**src/rtl/pixel_mem_reader.sv**
```systemverilog
// Read-side master for the pixel data memory: sequential single-word reads,
// one-cycle read latency absorbed into a small FIFO, valid/ready stream out.
module pixel_mem_reader #(
   parameter int MEMORY_ADDR_SIZE = 10,
   parameter int MEMORY_DATA_SIZE = 16,
   parameter int FIFO_DEPTH       = 4
) (
   input  logic                          clk,
   input  logic                          rst,
   input  logic                          start,
   input  logic [MEMORY_ADDR_SIZE-1:0]   baseAddr,
   input  logic [MEMORY_ADDR_SIZE:0]     length,
   output logic                          busy,
   output logic                          done,
   output logic                          memReadEn,
   output logic [MEMORY_ADDR_SIZE-1:0]   memAddress,
   input  logic [MEMORY_DATA_SIZE-1:0]   memDataIn,
   output logic                          outValid,
   output logic [MEMORY_DATA_SIZE-1:0]   outData,
   output logic                          outLast,
   input  logic                          outReady
);

   localparam int PW = $clog2(FIFO_DEPTH);
   localparam int CW = PW + 1;
   localparam logic [MEMORY_ADDR_SIZE:0]   LEN_ONE  = (MEMORY_ADDR_SIZE+1)'(1);
   localparam logic [MEMORY_ADDR_SIZE-1:0] ADDR_ONE = MEMORY_ADDR_SIZE'(1);
   localparam logic [CW-1:0]               CNT_ONE  = CW'(1);
   localparam logic [CW:0]                 DEPTH_C  = (CW+1)'(FIFO_DEPTH);
   localparam logic [PW-1:0]               PTR_ONE  = PW'(1);

   typedef enum logic [1:0] {IDLE, READ, DRAIN, DONE} state_t;

   state_t                         state_reg, state_next;
   logic                           rd_en_reg, rd_en_next;
   logic [MEMORY_ADDR_SIZE-1:0]    addr_reg, addr_next;
   logic [MEMORY_ADDR_SIZE:0]      remaining_reg, remaining_next;
   logic                           issue_last_reg, issue_last_next;
   logic                           cap_valid_reg, cap_last_reg;

   logic [MEMORY_DATA_SIZE-1:0]    fifo_data [FIFO_DEPTH];
   logic                           fifo_last [FIFO_DEPTH];
   logic [PW-1:0]                  wr_ptr_reg, rd_ptr_reg;
   logic [CW-1:0]                  count_reg, count_next;

   logic                           push, pop, in_flight_zero, has_space;
   logic [CW:0]                    occupancy;

   assign push = cap_valid_reg;
   assign pop  = outValid && outReady;

   // Occupancy counts words already buffered plus reads whose data is still on its way.
   assign occupancy      = {1'b0, count_reg} + (CW+1)'(rd_en_reg) + (CW+1)'(cap_valid_reg);
   assign has_space      = occupancy < DEPTH_C;
   assign in_flight_zero = !rd_en_reg && !cap_valid_reg;

   always_comb begin
      state_next      = state_reg;
      rd_en_next      = 1'b0;
      addr_next       = addr_reg;
      remaining_next  = remaining_reg;
      issue_last_next = 1'b0;
      case (state_reg)
         IDLE: begin
            if (start) begin
               if (length != '0) begin
                  state_next      = READ;
                  rd_en_next      = 1'b1;
                  addr_next       = baseAddr;
                  remaining_next  = length - LEN_ONE;
                  issue_last_next = (length == LEN_ONE);
               end else begin
                  state_next = DONE;
               end
            end
         end
         READ: begin
            if (remaining_reg == '0) begin
               state_next = DRAIN;
            end else if (has_space) begin
               rd_en_next      = 1'b1;
               addr_next       = addr_reg + ADDR_ONE;
               remaining_next  = remaining_reg - LEN_ONE;
               issue_last_next = (remaining_reg == LEN_ONE);
               if (remaining_reg == LEN_ONE)
                  state_next = DRAIN;
            end
         end
         DRAIN: begin
            // Leave on the edge that pops the final word, so DONE follows immediately.
            if (in_flight_zero && (count_reg == '0 || (count_reg == CNT_ONE && pop)))
               state_next = DONE;
         end
         DONE: state_next = IDLE;
         default: state_next = IDLE;
      endcase
   end

   always_comb begin
      count_next = count_reg;
      if (push && !pop)
         count_next = count_reg + CNT_ONE;
      else if (pop && !push)
         count_next = count_reg - CNT_ONE;
   end

   always_ff @(posedge clk or negedge rst) begin
      if (!rst) begin
         state_reg      <= IDLE;
         rd_en_reg      <= 1'b0;
         addr_reg       <= '0;
         remaining_reg  <= '0;
         issue_last_reg <= 1'b0;
         cap_valid_reg  <= 1'b0;
         cap_last_reg   <= 1'b0;
         wr_ptr_reg     <= '0;
         rd_ptr_reg     <= '0;
         count_reg      <= '0;
      end else begin
         state_reg      <= state_next;
         rd_en_reg      <= rd_en_next;
         addr_reg       <= addr_next;
         remaining_reg  <= remaining_next;
         issue_last_reg <= issue_last_next;
         cap_valid_reg  <= rd_en_reg;
         cap_last_reg   <= rd_en_reg && issue_last_reg;
         count_reg      <= count_next;
         if (push)
            wr_ptr_reg <= wr_ptr_reg + PTR_ONE;
         if (pop)
            rd_ptr_reg <= rd_ptr_reg + PTR_ONE;
      end
   end

   // Storage is not reset; entries are only visible through count_reg.
   always_ff @(posedge clk) begin
      if (push) begin
         fifo_data[wr_ptr_reg] <= memDataIn;
         fifo_last[wr_ptr_reg] <= cap_last_reg;
      end
   end

   assign busy       = (state_reg != IDLE);
   assign done       = (state_reg == DONE);
   assign memReadEn  = rd_en_reg;
   assign memAddress = addr_reg;
   assign outValid   = (count_reg != '0);
   assign outData    = outValid ? fifo_data[rd_ptr_reg] : '0;
   assign outLast    = outValid && fifo_last[rd_ptr_reg];

endmodule

```
**config.mk**
```make
export PLATFORM = sky130hd
export DESIGN_NAME = pixel_mem_reader
export DESIGN_NICKNAME = d
export VERILOG_FILES = /design/src/rtl/pixel_mem_reader.sv
export SDC_FILE = /design/constraint.sdc
export NUM_CORES = 1
export LEC_CHECK = 0
export CORE_MARGIN = 2
export CORE_UTILIZATION = 45
export CTS_BUF_LIST = sky130_fd_sc_hd__clkbuf_16
export DETAILED_ROUTE_END_ITERATION = 6
export GPL_ROUTABILITY_DRIVEN = 0
export GPL_TIMING_DRIVEN = 0
export PLACE_DENSITY = 0.72
export SLEW_MARGIN = 20
export SYNTH_ARGS = -nofsm -noshare
export SYNTH_HDL_FRONTEND = slang
export SYNTH_SLANG_ARGS = --single-unit
```
**constraint.sdc**
```tcl
create_clock -name clk -period 3.8 [get_ports clk]
set_input_delay 0.57 -clock clk [delete_from_list [all_inputs] [get_ports clk]]
set_output_delay 0.57 -clock clk [all_outputs]
set_load 0.01 [all_outputs]
```
==> results.toml, run 1 <==
[outcome]
status = "finished clean"

[clock_network]
clockBufferDepth = 2
htree_levels = 3
clkTransAtPathRegs_ns = 0.07
clock_latency_ns = 0.35
cts-resized-gates = 0
root_buffer = "clkbuf_16"
holdBufCountCts = 0
cts_tree = "done"
postCtsSetupBuffers = 0
cts_buffers = 9
clock_sinks = 102

[final_layout]
n_fill_cell = 904
finalNetCount = 532
largest_reg_flops = 64
drive_gt1_share_pct = 12.2
syn2layout_area_growth_pct = 24.1
fin_area_sq_um = 6270
diodes = 0

[critical_path]
crit_top_cell = "clkbuf_1"
crit_slowest_cell = "clkbuf_1"
end_kind = "output port"
crit_path_start_kind = "flop"
slowest_delay_ns = 0.57
cp.required_ns = 3.23
crit_family = "buffers and inverters"
crit_buf_inv = 3
critical_path_class = "flop to output port"
crit_arrival_ns = 2.74
worst-path-max-fanout = 10
path_cells = "clkbuf_1 > clkbuf_1 > mux4_2 > and2_1 > clkdlybuf4s50_1"

[placement]
portBuffers = 71
dpl.hpwl_um = 7700
place_area_sq_um = 5960
dp_worst_setup_slack_ns = 0.821

[power_and_ir_drop]
p_int_mw = 3.12
power.leakage_nw = 2.27
p_sw_share_pct = 37.0
power_switching_mw = 1.83
p_seq_share_pct = 35.3
max-vdd-ir-drop_uv = 359
p_clk_share_pct = 18.8
power_density_nw_per_um2 = 789
pwr-share-comb_pct = 46.0

[global_route]
grt_max_degree = 22
antenna_found_initial = 0
grt_first_pass_wirelength_um = 17800
grt_pass1_vias = 3582
grt.overflow.total = 0
track_usage_pct = 19.6

[detailed_routing]
drt_first_pass_iters = 5
post_drt_wl_per_cell_um = 17.8
drc_errors = 0
via_per_inst = 5.64
drt_iter0_markers = 212
wirelength_um = 10900
via_count = 3471
ant_nets = 0

[synth]
yosys-top-cells-area = "edfxtp_1, dfrtp_1, mux4_2"
seq_area_frac_synth_pct = 57.2
synth_top_area_share_pct = 40.4
synth_enable_flop_cells = 68
synthCells = 387
syn_nets = 449
yosys-top-cells-count = "edfxtp_1, dfrtp_1, and2_1, nand2_1, ha_1"
ys.flop_type = "edfxtp_1"
synth_cell_type_count = 64
syn_avg_cell_area_sq_um = 13.1
yosysMostFrequentCell = "edfxtp_1"
ys_async_sr_fraction_pct = 33.3
ys_seq_elements = 102
netlist_area_sq_um = 5050
ys_warn_count = 0
yosys.area.top_type = "edfxtp_1"

[die]
ioPinCount = 72
row_count = 38
dieArea_sq_um = 12100
fp.dieW_um = 110
start_util_pct = 46.4
core_sq_um = 10900
die_h_um = 110

[worst_hold_path]
hp-class = "primary input to async pin"

[sta]
setup_ws_ns = 0.487
holdWs_ns = 0.143
setup_viol = 0
worst_slew_pin_slew_ns = 0.909
fin_setup_tns_ns = 0
maxSlewViolCount = 0
fmax_ghz = 0.302
rsz0062_at_grt = "no"
max_slew_margin_pct = 39.4
skew_ns = 0.00831
hold_viol = 0
min_period_ns = 3.31
finalCritPeriodShare_pct = 87.2

[run]
maxCapViolCount = 0
==> power by group through the flow <==
| stage | logic [mW] | registers, mW | clock network (mW) |
|---|---|---|---|
| 2_1_floorplan | 1.44 | 1.72 | 0 |
| 3_3_place_gp | 2.23 | 1.74 | 0 |
| 3_5_place_dp | 2.29 | 1.76 | 0 |
| 4_1_cts | 2.30 | 1.74 | 0.949 |
| 5_1_grt | 2.51 | 1.78 | 0.999 |
| 6_report | 2.27 | 1.75 | 0.928 |
==> cell type report <==
cell class	count	area [sq um]	area share (%)
buffer	18	108	1.72
clock buffer	9	225	3.59
clock inverter	7	83.8	1.34
inverter	17	63.8	1.02
multi-input combinational	250	1990	31.7
sequential	102	2890	46.1
tap	140	175	2.79
timing repair buffer	72	733	11.7
==> layout by cell type, fill, tap and decap left out, drive strengths merged, types with 6 or more instances in the layout <==
cell           Yosys  routed
o22ai              7       7
nor4               8       8
buf               10      12
and2              23      23
a21oi             14      14
clkdlybuf4s50      0      70
inv               16      20
nor2              20      20
clkbuf             8      17
dfrtp             34      34
xor2               6       6
nand3             20      20
nor3               9       9
edfxtp            68      68
xnor2              8       8
ha                21      21
o21ai             15      15
mux4              17      17
nand2             22      22
==> cells by family (layout without fill, tap and decap cells) <==
family          after synthesis  in the layout  share of synthesized area, %
mux                          21             21                          8.39
fa+ha+maj                    21             21                          5.20
compound gates               66             66                          9.14
buf+inv                      35            123                          3.39
xor+xnor                     14             14                          2.43
flops                       102            102                          57.2
simple gates                128            128                          14.2
==> final timing paths <==
kind / start / end / slack, ns / cells past startpoint
worst max-delay path: rd_ptr_reg[1]$_DFFE_PN0P_ / outData[13] / 0.49 / 5
worst min-delay path: rst / remaining_reg[5]$_DFFE_PN0P_ / 0.14 / 1
worst max register to register: cap_valid_reg$_DFF_PN0_ / remaining_reg[5]$_DFFE_PN0P_ / 1.20 / 7
worst min register to register: issue_last_reg$_DFF_PN0_ / cap_last_reg$_DFF_PN0_ / 0.47 / 1
max in group asynchronous: rst / wr_ptr_reg[0]$_DFFE_PN0P_ / 3.22 / 2
min in group clk: issue_last_reg$_DFF_PN0_ / cap_last_reg$_DFF_PN0_ / 0.47 / 1
==> stage by stage <==
stage	std cells	utilization [%]	power (mW)
final	615	57.6	4.95
after global routing	615	57.6	5.30
after CTS	615	57.6	4.99
after detailed placement	599	54.8	4.06
after global placement	598	54.6	3.98
after floorplan	387	-	3.16
==> metal layers <==
layer	part of all wire (%)	global-route usage, %
met1	44	24.2
met5	0	0
met4	2.0	7.05
met3	5.6	4.82
met2	48	33.4
Power figures use the tool's default switching activity.
==> run 2: changes to the inputs <==
Settings changed: CAP_MARGIN from default to 30.
==> results of run 2 <==
Same layout as run 1: the final DEF is identical, and so are final timing and power.
